`config.mk`:
```
export PLATFORM = sky130hd
export DESIGN_NAME = debug_frame_engine_flat
export DESIGN_NICKNAME = d
export VERILOG_FILES = /design/src/rtl/debug_frame_engine_pkg.sv /design/src/rtl/debug_frame_engine_if.sv /design/src/rtl/debug_byte_serializer.sv /design/src/rtl/debug_frame_engine.sv /design/src/flat_wrapper.sv
export SDC_FILE = /design/constraint.sdc
export NUM_CORES = 1
export LEC_CHECK = 0
export CORE_MARGIN = 3
export CORE_UTILIZATION = 40
export CTS_BUF_LIST = sky130_fd_sc_hd__clkbuf_16
export CTS_CLUSTER_SIZE = 30
export DETAILED_ROUTE_END_ITERATION = 7
export PLACE_DENSITY = 0.76
export SETUP_SLACK_MARGIN = 0.3
export SLEW_MARGIN = 25
export SYNTH_ARGS = -nofsm -noshare
export SYNTH_HDL_FRONTEND = slang
export SYNTH_SLANG_ARGS = --single-unit
export TNS_END_PERCENT = 50
```
`constraint.sdc`:
```
create_clock -name i_clk -period 13.6 [get_ports i_clk]
set_input_delay 2.72 -clock i_clk [delete_from_list [all_inputs] [get_ports i_clk]]
set_output_delay 2.72 -clock i_clk [all_outputs]
set_load 0.1 [all_outputs]
```
`src/rtl/debug_frame_engine_pkg.sv`:
```
// Shared constants and state encodings for the debug frame engine
// (RX command/load decoder and TX dump serializer).
package debug_frame_engine_pkg;

  localparam logic [7:0] LOAD_CMD_DEF   = 8'h07;
  localparam logic [7:0] READY_CHAR_DEF = 8'h52;

  typedef enum logic [1:0] {
    RX_IDLE  = 2'd0,
    RX_COUNT = 2'd1,
    RX_BYTES = 2'd2
  } rx_state_e;

  typedef enum logic [1:0] {
    TX_IDLE  = 2'd0,
    TX_DUMP  = 2'd1,
    TX_READY = 2'd2
  } tx_state_e;

  function automatic int num_bytes(input int bits);
    return (bits + 7) / 8;
  endfunction

endpackage

```
`src/rtl/debug_frame_engine_if.sv`:
```
// Byte FIFO bus between the debug engine and its RX/TX FIFOs.
// The engine is the master: it issues the pop and push strobes.
interface debug_frame_engine_if;

  logic       rx_empty;
  logic [7:0] rx_data;
  logic       rd;
  logic       tx_full;
  logic [7:0] tx_data;
  logic       wr;

  modport master (
    input  rx_empty, rx_data, tx_full,
    output rd, tx_data, wr
  );

  modport slave (
    output rx_empty, rx_data, tx_full,
    input  rd, tx_data, wr
  );

endinterface

```
`src/rtl/debug_byte_serializer.sv`:
```
// TX path: dumps a captured vector LSB byte first followed by READY_CHAR,
// and sends a standalone READY_CHAR for completed load frames.
module debug_byte_serializer
  import debug_frame_engine_pkg::*;
#(
  parameter int         DATA_W     = 129,
  parameter logic [7:0] READY_CHAR = READY_CHAR_DEF
) (
  input  logic              i_clk,
  input  logic              i_rst,
  input  logic              i_dump_req,
  input  logic [DATA_W-1:0] i_dump_data,
  output logic              o_dump_busy,
  input  logic              i_ready_req,
  output logic              o_ready_ack,
  input  logic              i_tx_full,
  output logic [7:0]        o_tx_data,
  output logic              o_wr
);

  localparam int NB    = num_bytes(DATA_W);
  localparam int SH_W  = NB * 8;
  localparam int CNT_W = (NB > 1) ? $clog2(NB) : 1;

  tx_state_e        state_q, state_d;
  logic [SH_W-1:0]  shift_q, shift_d;
  logic [SH_W-1:0]  dump_padded;
  logic [CNT_W-1:0] cnt_q, cnt_d;
  logic [7:0]       tx_data_q, tx_data_d;
  logic             busy_q, busy_d;
  logic             load_rdy_q, load_rdy_d;
  logic             push;

  assign dump_padded = SH_W'(i_dump_data);
  assign push        = (state_q != TX_IDLE) && !i_tx_full;
  assign o_wr        = push;
  assign o_tx_data   = tx_data_q;
  assign o_dump_busy = busy_q;
  assign o_ready_ack = push && (state_q == TX_READY) && load_rdy_q;

  always_ff @(posedge i_clk or posedge i_rst) begin
    if (i_rst) begin
      state_q    <= TX_IDLE;
      shift_q    <= '0;
      cnt_q      <= '0;
      tx_data_q  <= '0;
      busy_q     <= 1'b0;
      load_rdy_q <= 1'b0;
    end else begin
      state_q    <= state_d;
      shift_q    <= shift_d;
      cnt_q      <= cnt_d;
      tx_data_q  <= tx_data_d;
      busy_q     <= busy_d;
      load_rdy_q <= load_rdy_d;
    end
  end

  // tx_data_q always holds the byte on offer, so a full FIFO simply freezes it.
  always_comb begin
    state_d    = state_q;
    shift_d    = shift_q;
    cnt_d      = cnt_q;
    tx_data_d  = tx_data_q;
    busy_d     = busy_q;
    load_rdy_d = load_rdy_q;
    case (state_q)
      TX_IDLE: begin
        // A pending load acknowledgement beats a simultaneous dump request.
        if (i_ready_req) begin
          state_d    = TX_READY;
          tx_data_d  = READY_CHAR;
          load_rdy_d = 1'b1;
        end else if (i_dump_req) begin
          state_d   = TX_DUMP;
          tx_data_d = dump_padded[7:0];
          shift_d   = dump_padded >> 8;
          cnt_d     = CNT_W'(NB - 1);
          busy_d    = 1'b1;
        end
      end
      TX_DUMP: begin
        if (!i_tx_full) begin
          if (cnt_q == '0) begin
            state_d    = TX_READY;
            tx_data_d  = READY_CHAR;
            load_rdy_d = 1'b0;
          end else begin
            tx_data_d = shift_q[7:0];
            shift_d   = shift_q >> 8;
            cnt_d     = cnt_q - CNT_W'(1);
          end
        end
      end
      TX_READY: begin
        if (!i_tx_full) begin
          state_d    = TX_IDLE;
          busy_d     = 1'b0;
          load_rdy_d = 1'b0;
        end
      end
      default: state_d = TX_IDLE;
    endcase
  end

endmodule

```
`src/rtl/debug_frame_engine.sv`:
```
// Debug link engine: decodes RX bytes into commands and word-load frames,
// and serializes vector dumps plus READY acknowledgements on TX.
module debug_frame_engine
  import debug_frame_engine_pkg::*;
#(
  parameter int         DATA_W     = 129,
  parameter int         WORD_W     = 32,
  parameter logic [7:0] LOAD_CMD   = LOAD_CMD_DEF,
  parameter logic [7:0] READY_CHAR = READY_CHAR_DEF
) (
  input  logic                 i_clk,
  input  logic                 i_rst,
  debug_frame_engine_if.master bus,
  input  logic                 i_dump_req,
  input  logic [DATA_W-1:0]    i_dump_data,
  output logic                 o_dump_busy,
  output logic                 o_word_valid,
  output logic [WORD_W-1:0]    o_word,
  output logic [7:0]           o_word_idx,
  output logic                 o_load_done,
  output logic                 o_cmd_valid,
  output logic [7:0]           o_cmd
);

  localparam int BPW  = WORD_W / 8;
  localparam int BC_W = (BPW > 1) ? $clog2(BPW) : 1;

  rx_state_e         rx_state_q, rx_state_d;
  logic [BC_W-1:0]   byte_cnt_q, byte_cnt_d;
  logic [7:0]        rem_q, rem_d;
  logic [7:0]        idx_q, idx_d;
  logic [WORD_W-1:0] asm_q, asm_d;
  logic [WORD_W-1:0] asm_shift;
  logic [WORD_W-1:0] word_q, word_d;
  logic [7:0]        word_idx_q, word_idx_d;
  logic              word_valid_q, word_valid_d;
  logic              load_done_q, load_done_d;
  logic              cmd_valid_q, cmd_valid_d;
  logic [7:0]        cmd_q, cmd_d;
  logic              ready_pend_q, ready_pend_d;
  logic              ready_set, ready_ack;
  logic              last_byte, completing, pop;

  debug_byte_serializer #(
    .DATA_W     (DATA_W),
    .READY_CHAR (READY_CHAR)
  ) u_tx (
    .i_clk       (i_clk),
    .i_rst       (i_rst),
    .i_dump_req  (i_dump_req),
    .i_dump_data (i_dump_data),
    .o_dump_busy (o_dump_busy),
    .i_ready_req (ready_pend_q),
    .o_ready_ack (ready_ack),
    .i_tx_full   (bus.tx_full),
    .o_tx_data   (bus.tx_data),
    .o_wr        (bus.wr)
  );

  // Bytes shift in from the top, so the first byte lands in bits 7:0.
  assign asm_shift  = (asm_q >> 8) | (WORD_W'(bus.rx_data) << (WORD_W - 8));
  assign last_byte  = (byte_cnt_q == BC_W'(BPW - 1));
  assign completing = ((rx_state_q == RX_COUNT) && (bus.rx_data == 8'h00)) ||
                      ((rx_state_q == RX_BYTES) && last_byte && (rem_q == 8'd1));
  // Only one READY can be queued; a second frame end waits until it drains.
  assign pop    = !bus.rx_empty && !i_rst && !(completing && ready_pend_q && !ready_ack);
  assign bus.rd = pop;

  assign o_word_valid = word_valid_q;
  assign o_word       = word_q;
  assign o_word_idx   = word_idx_q;
  assign o_load_done  = load_done_q;
  assign o_cmd_valid  = cmd_valid_q;
  assign o_cmd        = cmd_q;

  always_ff @(posedge i_clk or posedge i_rst) begin
    if (i_rst) begin
      rx_state_q   <= RX_IDLE;
      byte_cnt_q   <= '0;
      rem_q        <= '0;
      idx_q        <= '0;
      asm_q        <= '0;
      word_q       <= '0;
      word_idx_q   <= '0;
      word_valid_q <= 1'b0;
      load_done_q  <= 1'b0;
      cmd_valid_q  <= 1'b0;
      cmd_q        <= '0;
      ready_pend_q <= 1'b0;
    end else begin
      rx_state_q   <= rx_state_d;
      byte_cnt_q   <= byte_cnt_d;
      rem_q        <= rem_d;
      idx_q        <= idx_d;
      asm_q        <= asm_d;
      word_q       <= word_d;
      word_idx_q   <= word_idx_d;
      word_valid_q <= word_valid_d;
      load_done_q  <= load_done_d;
      cmd_valid_q  <= cmd_valid_d;
      cmd_q        <= cmd_d;
      ready_pend_q <= ready_pend_d;
    end
  end

  always_comb begin
    rx_state_d   = rx_state_q;
    byte_cnt_d   = byte_cnt_q;
    rem_d        = rem_q;
    idx_d        = idx_q;
    asm_d        = asm_q;
    word_d       = word_q;
    word_idx_d   = word_idx_q;
    word_valid_d = 1'b0;
    load_done_d  = 1'b0;
    cmd_valid_d  = 1'b0;
    cmd_d        = cmd_q;
    ready_set    = 1'b0;
    if (pop) begin
      case (rx_state_q)
        RX_IDLE: begin
          if (bus.rx_data == LOAD_CMD) begin
            rx_state_d = RX_COUNT;
          end else begin
            cmd_d       = bus.rx_data;
            cmd_valid_d = 1'b1;
          end
        end
        RX_COUNT: begin
          if (bus.rx_data == 8'h00) begin
            load_done_d = 1'b1;
            ready_set   = 1'b1;
            rx_state_d  = RX_IDLE;
          end else begin
            rem_d      = bus.rx_data;
            idx_d      = 8'h00;
            byte_cnt_d = '0;
            rx_state_d = RX_BYTES;
          end
        end
        RX_BYTES: begin
          asm_d = asm_shift;
          if (last_byte) begin
            byte_cnt_d   = '0;
            word_d       = asm_shift;
            word_valid_d = 1'b1;
            word_idx_d   = idx_q;
            idx_d        = idx_q + 8'd1;
            rem_d        = rem_q - 8'd1;
            if (rem_q == 8'd1) begin
              load_done_d = 1'b1;
              ready_set   = 1'b1;
              rx_state_d  = RX_IDLE;
            end
          end else begin
            byte_cnt_d = byte_cnt_q + BC_W'(1);
          end
        end
        default: rx_state_d = RX_IDLE;
      endcase
    end
    ready_pend_d = (ready_pend_q && !ready_ack) || ready_set;
  end

endmodule

```
`src/flat_wrapper.sv`:
```
// flat-port wrapper written by rule: the top's interface ports become plain ports
module debug_frame_engine_flat import debug_frame_engine_pkg::*;
#(
  parameter int         DATA_W     = 129,
  parameter int         WORD_W     = 32,
  parameter logic [7:0] LOAD_CMD   = LOAD_CMD_DEF,
  parameter logic [7:0] READY_CHAR = READY_CHAR_DEF
)
  (i_clk, i_rst, i_dump_req, i_dump_data, o_dump_busy, o_word_valid, o_word, o_word_idx, o_load_done, o_cmd_valid, o_cmd, bus_rx_empty, bus_rx_data, bus_tx_full, bus_rd, bus_tx_data, bus_wr);
  debug_frame_engine_if bus_i ();
  input  logic i_clk;
  input  logic i_rst;
  input  logic i_dump_req;
  input  logic [DATA_W-1:0] i_dump_data;
  output logic o_dump_busy;
  output logic o_word_valid;
  output logic [WORD_W-1:0] o_word;
  output logic [7:0] o_word_idx;
  output logic o_load_done;
  output logic o_cmd_valid;
  output logic [7:0] o_cmd;
  input wire logic [$bits(bus_i.rx_empty)-1:0] bus_rx_empty;
  input wire logic [$bits(bus_i.rx_data)-1:0] bus_rx_data;
  input wire logic [$bits(bus_i.tx_full)-1:0] bus_tx_full;
  output wire logic [$bits(bus_i.rd)-1:0] bus_rd;
  output wire logic [$bits(bus_i.tx_data)-1:0] bus_tx_data;
  output wire logic [$bits(bus_i.wr)-1:0] bus_wr;
  assign bus_i.rx_empty = bus_rx_empty;
  assign bus_i.rx_data = bus_rx_data;
  assign bus_i.tx_full = bus_tx_full;
  assign bus_rd = bus_i.rd;
  assign bus_tx_data = bus_i.tx_data;
  assign bus_wr = bus_i.wr;
  debug_frame_engine #(.DATA_W(DATA_W), .WORD_W(WORD_W), .LOAD_CMD(LOAD_CMD), .READY_CHAR(READY_CHAR)) u_core (.i_clk(i_clk), .i_rst(i_rst), .bus(bus_i), .i_dump_req(i_dump_req), .i_dump_data(i_dump_data), .o_dump_busy(o_dump_busy), .o_word_valid(o_word_valid), .o_word(o_word), .o_word_idx(o_word_idx), .o_load_done(o_load_done), .o_cmd_valid(o_cmd_valid), .o_cmd(o_cmd));
endmodule
```
* Word level (Yosys, flattened, before mapping)
Cells that the tools add are included.
Operators by class: add/sub/neg operators 4, equality and inequality tests 19, mux-type cells 54, bitwise operators 2, reduce and logical (&&, ||, !) cells 38
Operators by type and width (number):
- $mux W136 | 4
- $pmux W136 S2 | 1
- $mux W8 | 8
- $pmux W8 S2 | 3
- $or A24 B32 Y32 | 1
- $mux W2 | 11
- $mux W5 | 4
- $mux W1 | 16
- $ne A2 B2 Y1 const B | 8
- $reduce_and A4 Y1 | 4
- $pmux W2 S3 | 2
- $reduce_and A3 Y1 | 4
- $logic_and A1 B1 Y1 | 11
- $pmux W5 S2 | 1
- $reduce_and A5 Y1 | 2
- $add A8 B1 Y8 const B | 1
- $eq A8 B1 Y1 const B | 1
- $eq A8 B3 Y1 const B | 1
- $logic_not A8 Y1 | 1
- $reduce_bool A2 Y1 | 4
- $sub A8 B1 Y8 const B | 1
- $eq A2 B2 Y1 const B | 3
- $ne A2 B1 Y1 const B | 3
- $logic_not A1 Y1 | 5
- 13 further kinds | 17
Word-level totals: bits in registers 257, input bits 142, output and inout port bits 62, word-level logic and storage cells 135

* Depth between registers and ports, before layout
Gate-level depths: netlist (run 1).
depth after elaboration 10, depth in mapped cells 10, mapped depth without buffers 7

* Hierarchy
Synthesis (run 1) repeated with hierarchy kept, for this count alone.
Second synthesis, totals: cell total of the unflattened synthesis 939, area total of the unflattened synthesis 10797.9 sq um
By module, submodules not included:
- debug_byte_serializer | times used 1, cells an instance 628, area an instance 6638.9 sq um, sequential area each 3453.3 sq um
- debug_frame_engine | times used 1, cells an instance 311, area an instance 4159.0 sq um, sequential area each 2402.3 sq um

* Worst setup path before layout (run 1)
No wires, ideal clock.
path type input to output, start point input bus_rx_data[0], end point output bus_rd, arrival 4040 ps, required time 10880 ps, slack 6840 ps, cell stages on the path 4, buffers on the path 0, path through nor4_2 > nand3_1 > o21ai_1 > inv_1
On the way: cells in the longest elaborated chain, start to end 7
RTL lines:
- start, declared | line flat_wrapper.sv:23 | input wire logic [$bits(bus_i.rx_data)-1:0] bus_rx_data;
- $logic_not A8 Y1 | line debug_frame_engine.sv:63 | assign completing = ((rx_state_q == RX_COUNT) && (bus.rx_data == 8'h00)) ||
- $logic_and A1 B1 Y1 | line debug_frame_engine.sv:63
- $logic_or A1 B1 Y1 | line debug_frame_engine.sv:63
- $logic_and A1 B1 Y1 (2 in series) | line debug_frame_engine.sv:66 | assign pop = !bus.rx_empty && !i_rst && !(completing && ready_pend_q && !ready_ack);
- $logic_not A1 Y1 | line debug_frame_engine.sv:66
- $logic_and A1 B1 Y1 | line debug_frame_engine.sv:66
- end, declared | line flat_wrapper.sv:25 | output wire logic [$bits(bus_i.rd)-1:0] bus_rd;
Every way passes these cells.

* Final worst setup path (run 1)
Same ends and word-level chain as after synthesis.

==> results by group, run 1 <==
Detailed routing
  • Post-Route WL: 27.1 mm
  • First-pass DRT Iterations: 5
  • Initial DRC Count: 526
  • Wire per inst: between 15 and 20 microns
  • # DRC: 0
  • Vias: 8,050
  • Antenna Nets Post-Route: 0
  • Routed vias/inst: 5.51

Flow run
  • MaxCap Viol Count: 0

STA
  • Fmax achieved: 0.123 GHz
  • Post-route clock period utilization: 59.8%
  • Hold violation total from the final report: 0
  • TNS Setup: 0 ns
  • Min cycle time layout: 8.13 ns
  • Fin. max-slew vios: 0
  • Setup Viol. Count Final: 0
  • Clk_skew: 0.00640 ns
  • RSZ-0062 raised after global routing: false
  • Slew Limit Headroom: around 31%
  • Least-Margin Pin Slew: 1.04 ns

Yosys
  • Most common cell in the netlist: dfrtp_1
  • Adder-cell share of the synthesized area: roughly 1.6%
  • Post-synthesis mux area share: 9.88%
  • Register area share after synthesis: 57.4%
  • Cells after synthesis: 948
  • Mean post-synth cell area: 10.8 sq um
  • Synth Area in Simple Gates: 10.2%
  • Synth top area share: 57.4%
  • Cell Area, Synth: 0.0102 sq mm
  • Synth Area in Compound Gates: 17.1%
  • Async S/R FF share, synth: between 90% and 100%
  • Top area cells in the synthesized netlist: dfrtp_1, mux2_1, o22ai_1
  • Top FF cell, synth: dfrtp_1
  • Post-synth net total: roughly 1,100
  • Post-synth top area cell: dfrtp_1
  • Synth cell count leaders: dfrtp_1, a21oi_1, nor2_1
  • EDFF count, synth: 0
  • Netlist cell types: 55
  • Flops & latches, synth: around 230
  • Xor-xnor portion of the synthesized cell area: less than 1%
  • Largest family of logic cells by synthesized area: compound AO/OA/AOI/OAI gates
  • Yosys Warn Count: 0

CTS
  • Hold buffers post-CTS: 0
  • CTS tree: built
  • CTS Buffer Depth: 3
  • Post-CTS sizing: 0
  • Clk_lat worst skew: ~0.5 ns
  • Clock buffer count from CTS: 25
  • Clk sink count: 234
  • Number of setup buffers added after CTS: 0
  • Root Buffer: clkbuf_16
  • Worst-path clk slew: 0.06 ns
  • # H-tree levels: 1

Final layout
  • Fin nets: 1,276
  • Design Area, Final: 0.0132 sq mm
  • Ant. Diodes: 0
  • Share of cells above drive strength 1: under 10%
  • Area growth syn-to-layout: 29.8%

Floorplanning
  • FP Rows: 57
  • Core area: ~0.025 sq mm
  • Die Width: 166 microns
  • Die ar.: around 0.027 sq mm
  • # IOs: 204
  • Initial Util: about two fifths
  • Die Height: 166 microns

Critical path
  • Critical Path Source Type: primary input
  • Critical path's slowest cell: clkdlybuf4s50_1
  • CP arrival: 5.41 ns
  • CP required: 10.88 ns
  • Crit path kind: in -> out
  • Crit-path most repeated cell: clkdlybuf4s50_1
  • Setup crit end kind: output port
  • Critical-path cell list: clkdlybuf4s50_1 -> nor4_2 -> nand3_1 -> o21ai_1 -> inv_1 -> clkdlybuf4s50_1
  • Worst path max stage delay: 0.99 ns
  • Reg2reg path depth: 9
  • CP Max Fanout: 6

Placed design
  • PortBufs: 203
  • DP Area: roughly 0.012 sq mm
  • Post-DP HPWL: 17.8 mm
  • Routability cong.: 0.823

Outcome
  • Outcome: finished, final reports clean

Hold path
  • Hold Path Class: reg -> reg
  • Worst Hold Depth: 1

Pwr
  • Worst VDD drop: 0.271 mV
  • Power Dens Cells: 280 mW/mm^2
  • Leak pwr: 5.41 nW

Global routing
  • First-pass GRT wire length: around 44 mm
  • GRT Util Overall: 19.3%
  • Largest net degree at the start of global routing: around 110
  • Initial antenna violation count: 0
  • Vias in the first global route: approximately 8,000
  • Grt total ovfl: 0
final cells by class:
cell class	count	area [sq um]
multi-input combinational	631	4030
timing repair buffer	211	2100
clock inverter	19	140
inverter	18	75.1
fill	2159	11400
sequential	234	5860
clock buffer	25	626
tap	324	405
critical path, delay by kind of cell:
kind	cells	cell delay [ns]
buffers and inverters	3	1.58
AND/OR/NAND/NOR	2	0.76
AO/OA/AOI/OAI	1	0.33
logic make-up after synthesis:
group | after synthesis
buffers and inverters | 83
XOR/XNOR | 3
AO/OA/AOI/OAI | 297
AND/OR/NAND/NOR | 227
multiplexers | 91
adder cells (fa/ha/maj) | 13
flip-flops | 234
registers in the layout, summed over array words and instances, names as in the netlist, 2 cells and up:
| name | cells |
|---|---|
| u_core.asm_q | 24 |
| u_core.byte_cnt_q | 2 |
| u_core.idx_q | 8 |
| u_core.o_cmd | 8 |
| u_core.o_word | 32 |
| u_core.o_word_idx | 8 |
| u_core.rem_q | 8 |
| u_core.rx_state_q | 2 |
| u_core.u_tx.cnt_q | 5 |
| u_core.u_tx.o_tx_data | 8 |
| u_core.u_tx.shift_q | 121 |
| u_core.u_tx.state_q | 2 |
cells in the final DEF (no fill, tap or decap), types with 17 or more instances in the layout:
cell type and count:
inv_1 20, nand2_1 50, nor2_1 115, a21oi_1 117, clkbuf_16 25, mux2i_1 17
o22ai_1 107, dfrtp_1 234, mux2_1 60, clkdlybuf4s50_1 203, o21ai_0 38
routing by layer:
| layer | routed length (microns) | up-vias | global-route usage (%) |
|---|---|---|---|
| met5 | 0 | - | 0 |
| met4 | 591 | 0 | 4.67 |
| met3 | 2510 | 40 | 6.79 |
| met2 | 12500 | 287 | 29.9 |
| met1 | 11600 | 3937 | 26.3 |
| li1 | - | 3786 | - |
path summary, 6_finish.rpt:
check                                                   startpoint                             endpoint  slack, ns
worst max-delay path                                bus_rx_data[0]                               bus_rd       5.47
worst min-delay path                  u_core.asm_q[10]$_DFFE_PP0P_         u_core.asm_q[10]$_DFFE_PP0P_       0.48
worst max register to register  u_core.u_tx.state_q[1]$_DFFE_PP0P_  u_core.u_tx.shift_q[90]$_DFFE_PP0P_      10.12
worst min register to register        u_core.asm_q[10]$_DFFE_PP0P_         u_core.asm_q[10]$_DFFE_PP0P_       0.48
max in group asynchronous                                    i_rst  u_core.u_tx.shift_q[52]$_DFFE_PP0P_       8.68
min in group asynchronous                                    i_rst         u_core.asm_q[19]$_DFFE_PP0P_       2.82
per-stage QoR:
step	util, %	power, mW	hold slack [ns]	setup WS, ns	std cells
finish	53.6	3.71	0.479	5.47	1462
global route	53.6	3.95	0.502	5.29	1462
CTS	53.5	3.74	0.484	5.47	1462
detailed placement	50.4	3.08	0.470	5.47	1418
global placement	50.4	3.03	0.461	5.50	1418
floorplan	-	2.60	0.450	4.46	948
report_power, final:
group	internal [mW]	total (mW)	switching (mW)
logic	0.556	1.82	1.27
registers	1.03	1.24	0.209
clock network	0.370	0.642	0.271
total	1.96	3.71	1.75
Power figures use the tool's default switching activity.
==> inputs of run 2 (changes only) <==
--- a/config.mk
+++ b/config.mk
@@ -10,7 +10,7 @@
 export CTS_BUF_LIST = sky130_fd_sc_hd__clkbuf_16
 export CTS_CLUSTER_SIZE = 30
 export DETAILED_ROUTE_END_ITERATION = 7
-export PLACE_DENSITY = 0.76
+export PLACE_DENSITY = 0.78
 export SETUP_SLACK_MARGIN = 0.3
 export SLEW_MARGIN = 25
 export SYNTH_ARGS = -nofsm -noshare
==> constraint.sdc (replaced) <==
create_clock -name i_clk -period 7.4 [get_ports i_clk]
set_input_delay 1.48 -clock i_clk [delete_from_list [all_inputs] [get_ports i_clk]]
set_output_delay 1.48 -clock i_clk [all_outputs]
set_load 0.1 [all_outputs]
==> run 2 against run 1 <==
Compared with the run above:
- register-to-register slack got worse by 6.1 ns
- global-route usage is 0.60 points lower
- hold slack better by 0.0021 ns
- clock skew up 0.012 ns
- non-clock buffer count increased by 2
- combinational power increased by 84%
- sequential power up 84%
- core utilization grew 0.17 points
- critical endpoint unchanged
- critical path type unchanged
==> results by group, run 2 (synthesis gave the netlist of run 1 again) <==
STA
  • Clk_skew: 0.0179 ns
  • Slew Limit Headroom: 28.3%
  • Fin. max-slew vios: 0
  • Final hold slack: 0.481 ns
  • Fmax achieved: 0.175 GHz
  • TNS Setup: 0 ns
  • Setup Viol. Count Final: 0
  • Hold violation total from the final report: 0
  • RSZ-0062 raised after global routing: false
  • Min cycle time layout: roughly 5.7 ns
  • Post-route clock period utilization: 77.4%
  • Least-Margin Pin Slew: 1.07 ns

Pwr
  • Worst VDD drop: 0.484 mV
  • Clock Power Share: 17.2%
  • NetSw: 3.20 mW
  • Pint: 3.61 mW
  • Logic pwr share: 49.2%
  • Power Dens Cells: 513 mW/mm^2
  • Total power draw: 6.80 mW
  • Sequential power share: 33.6%
  • Switching Fraction: 47.0%
  • Leak pwr: about 5.4 nW

Final layout
  • Commonest non-fill, non-tap cell in the layout: dfrtp_1
  • Share of cells above drive strength 1: 6.75%
  • Non-Filler Instances: ~1,500
  • Fillers: between 2,000 and 2,500
  • Largest register by flop count: u_core.u_tx.shift_q
  • Ant. Diodes: 0
  • Commonest non-fill, non-tap cells in the layout: dfrtp_1, clkdlybuf4s50_1, a21oi_1
  • Max reg flops: 121
  • Fin nets: 1,278
  • Area growth syn-to-layout: 30.2%

CTS
  • Worst-path clk slew: 0.06 ns
  • Root Buffer: clkbuf_16
  • Clk_lat worst skew: 0.52 ns
  • Clk sink count: 234
  • CTS tree: built
  • # H-tree levels: 1
  • Hold buffers post-CTS: 0
  • Clock buffer count from CTS: 25
  • CTS Buffer Depth: 3
  • Post-CTS sizing: 0
  • Number of setup buffers added after CTS: 0

Critical path
  • Cell family contributing the most delay on the critical path: buffers and inverters
  • Crit-path most repeated cell: clkdlybuf4s50_1
  • Critical Path Source Type: primary input
  • CP arrival: 4.25 ns
  • Critical-path cell list: clkdlybuf4s50_1 -> nor4_2 -> nand3_1 -> o21ai_1 -> inv_1 -> clkdlybuf4s50_1
  • Crit path kind: in -> out
  • CP required: 5.92 ns
  • Worst path max stage delay: 0.98 ns
  • Setup crit end kind: output port
  • Crit path buf inv count: 3
  • Critical path's slowest cell: clkdlybuf4s50_1
  • CP Max Fanout: 6

Floorplanning
  • Die Width: between 150 and 200 microns
  • Die Height: 166 microns
  • Die ar.: 0.0274 sq mm
  • FP Rows: 57
  • # IOs: around 200
  • Initial Util: roughly 41%
  • Core area: 0.0247 sq mm

Flow run
  • MaxCap Viol Count: 0

Global routing
  • Met3 Use GR: approximately 7%
  • Met2 usage: 28.1%
  • Initial antenna violation count: 1
  • Grt peak-use layer: met2
  • Grt total ovfl: 0
  • Largest net degree at the start of global routing: 180
  • GRT Util Overall: 18.7%
  • M1 GR Usage: 26.1%
  • First-pass GRT wire length: 43.0 mm
  • Vias in the first global route: roughly 8,000

Detailed routing
  • Post-Route WL: ~27 mm
  • First-pass DRT Iterations: 5
  • Vias: 8,044
  • Initial DRC Count: 711
  • Wire per inst: 18.3 microns
  • Routed vias/inst: 5.49
  • # DRC: 0
  • Antenna Nets Post-Route: 0

Placed design
  • Placed Instances: 1,419
  • Post-DP HPWL: 17.6 mm
  • PortBufs: 203
  • Routability cong.: 0.839

Outcome
  • Outcome: finished, final reports clean

Hold path
  • Hold Path Class: reg -> reg
## run 2: changes by cell type in the layout (fill, tap and decap cells not counted), sizes merged
cell,before,now
buf,8,10
clkinvlp,2,3
inv,22,24
clkinv,11,8
## run 2: path summary, 6_finish.rpt
kind	depth (start not counted)	start	slack, ns	end
hold reg to reg	1	u_core.asm_q[11]$_DFFE_PP0P_	0.48	u_core.o_word[3]$_DFFE_PP0P_
min in group asynchronous	3	i_rst	1.44	u_core.o_word[22]$_DFFE_PP0P_
hold / removal	1	u_core.asm_q[11]$_DFFE_PP0P_	0.48	u_core.o_word[3]$_DFFE_PP0P_
setup reg to reg	7	u_core.u_tx.state_q[1]$_DFFE_PP0P_	4.02	u_core.u_tx.shift_q[28]$_DFFE_PP0P_
setup / recovery	6	bus_rx_data[0]	1.67	bus_rd
max in group asynchronous	4	i_rst	5.01	u_core.u_tx.o_tx_data[0]$_DFFE_PP0P_
## run 2: power groups by stage
stage | combinational, mW | sequential [mW] | clock [mW]
2_1_floorplan | 1.55 | 3.23 | 0
3_3_place_gp | 3.30 | 2.27 | 0
3_5_place_dp | 3.35 | 2.30 | 0
4_1_cts | 3.36 | 2.29 | 1.20
5_1_grt | 3.61 | 2.36 | 1.26
6_report | 3.35 | 2.28 | 1.17
## run 2: final cells by class
class	instances	area [sq um]	area share [%]
well taps	324	405	3.05
flip-flops and latches	234	5860	44.1
inverters	18	71.3	0.537
repair buffers	213	2150	16.2
clock inverters	19	140	1.06
clock buffers	25	626	4.71
multi-input cells	631	4030	30.4
## run 2: per-stage QoR
step	worst slack [ns]	cell area (sq um)	utilization (%)
2_1_floorplan	2.86	10200	-
3_3_place_gp	1.77	12500	50.5
3_5_place_dp	1.70	12500	50.5
4_1_cts	1.70	13200	53.6
5_1_grt	1.62	13300	53.8
6_report	1.67	13300	53.8
## run 2: routing by layer
layer	vias to the layer above	wire, microns
met2	272	12000
met5	-	13
li1	3776	-
met3	37	2480
met4	2	607
met1	3957	11700
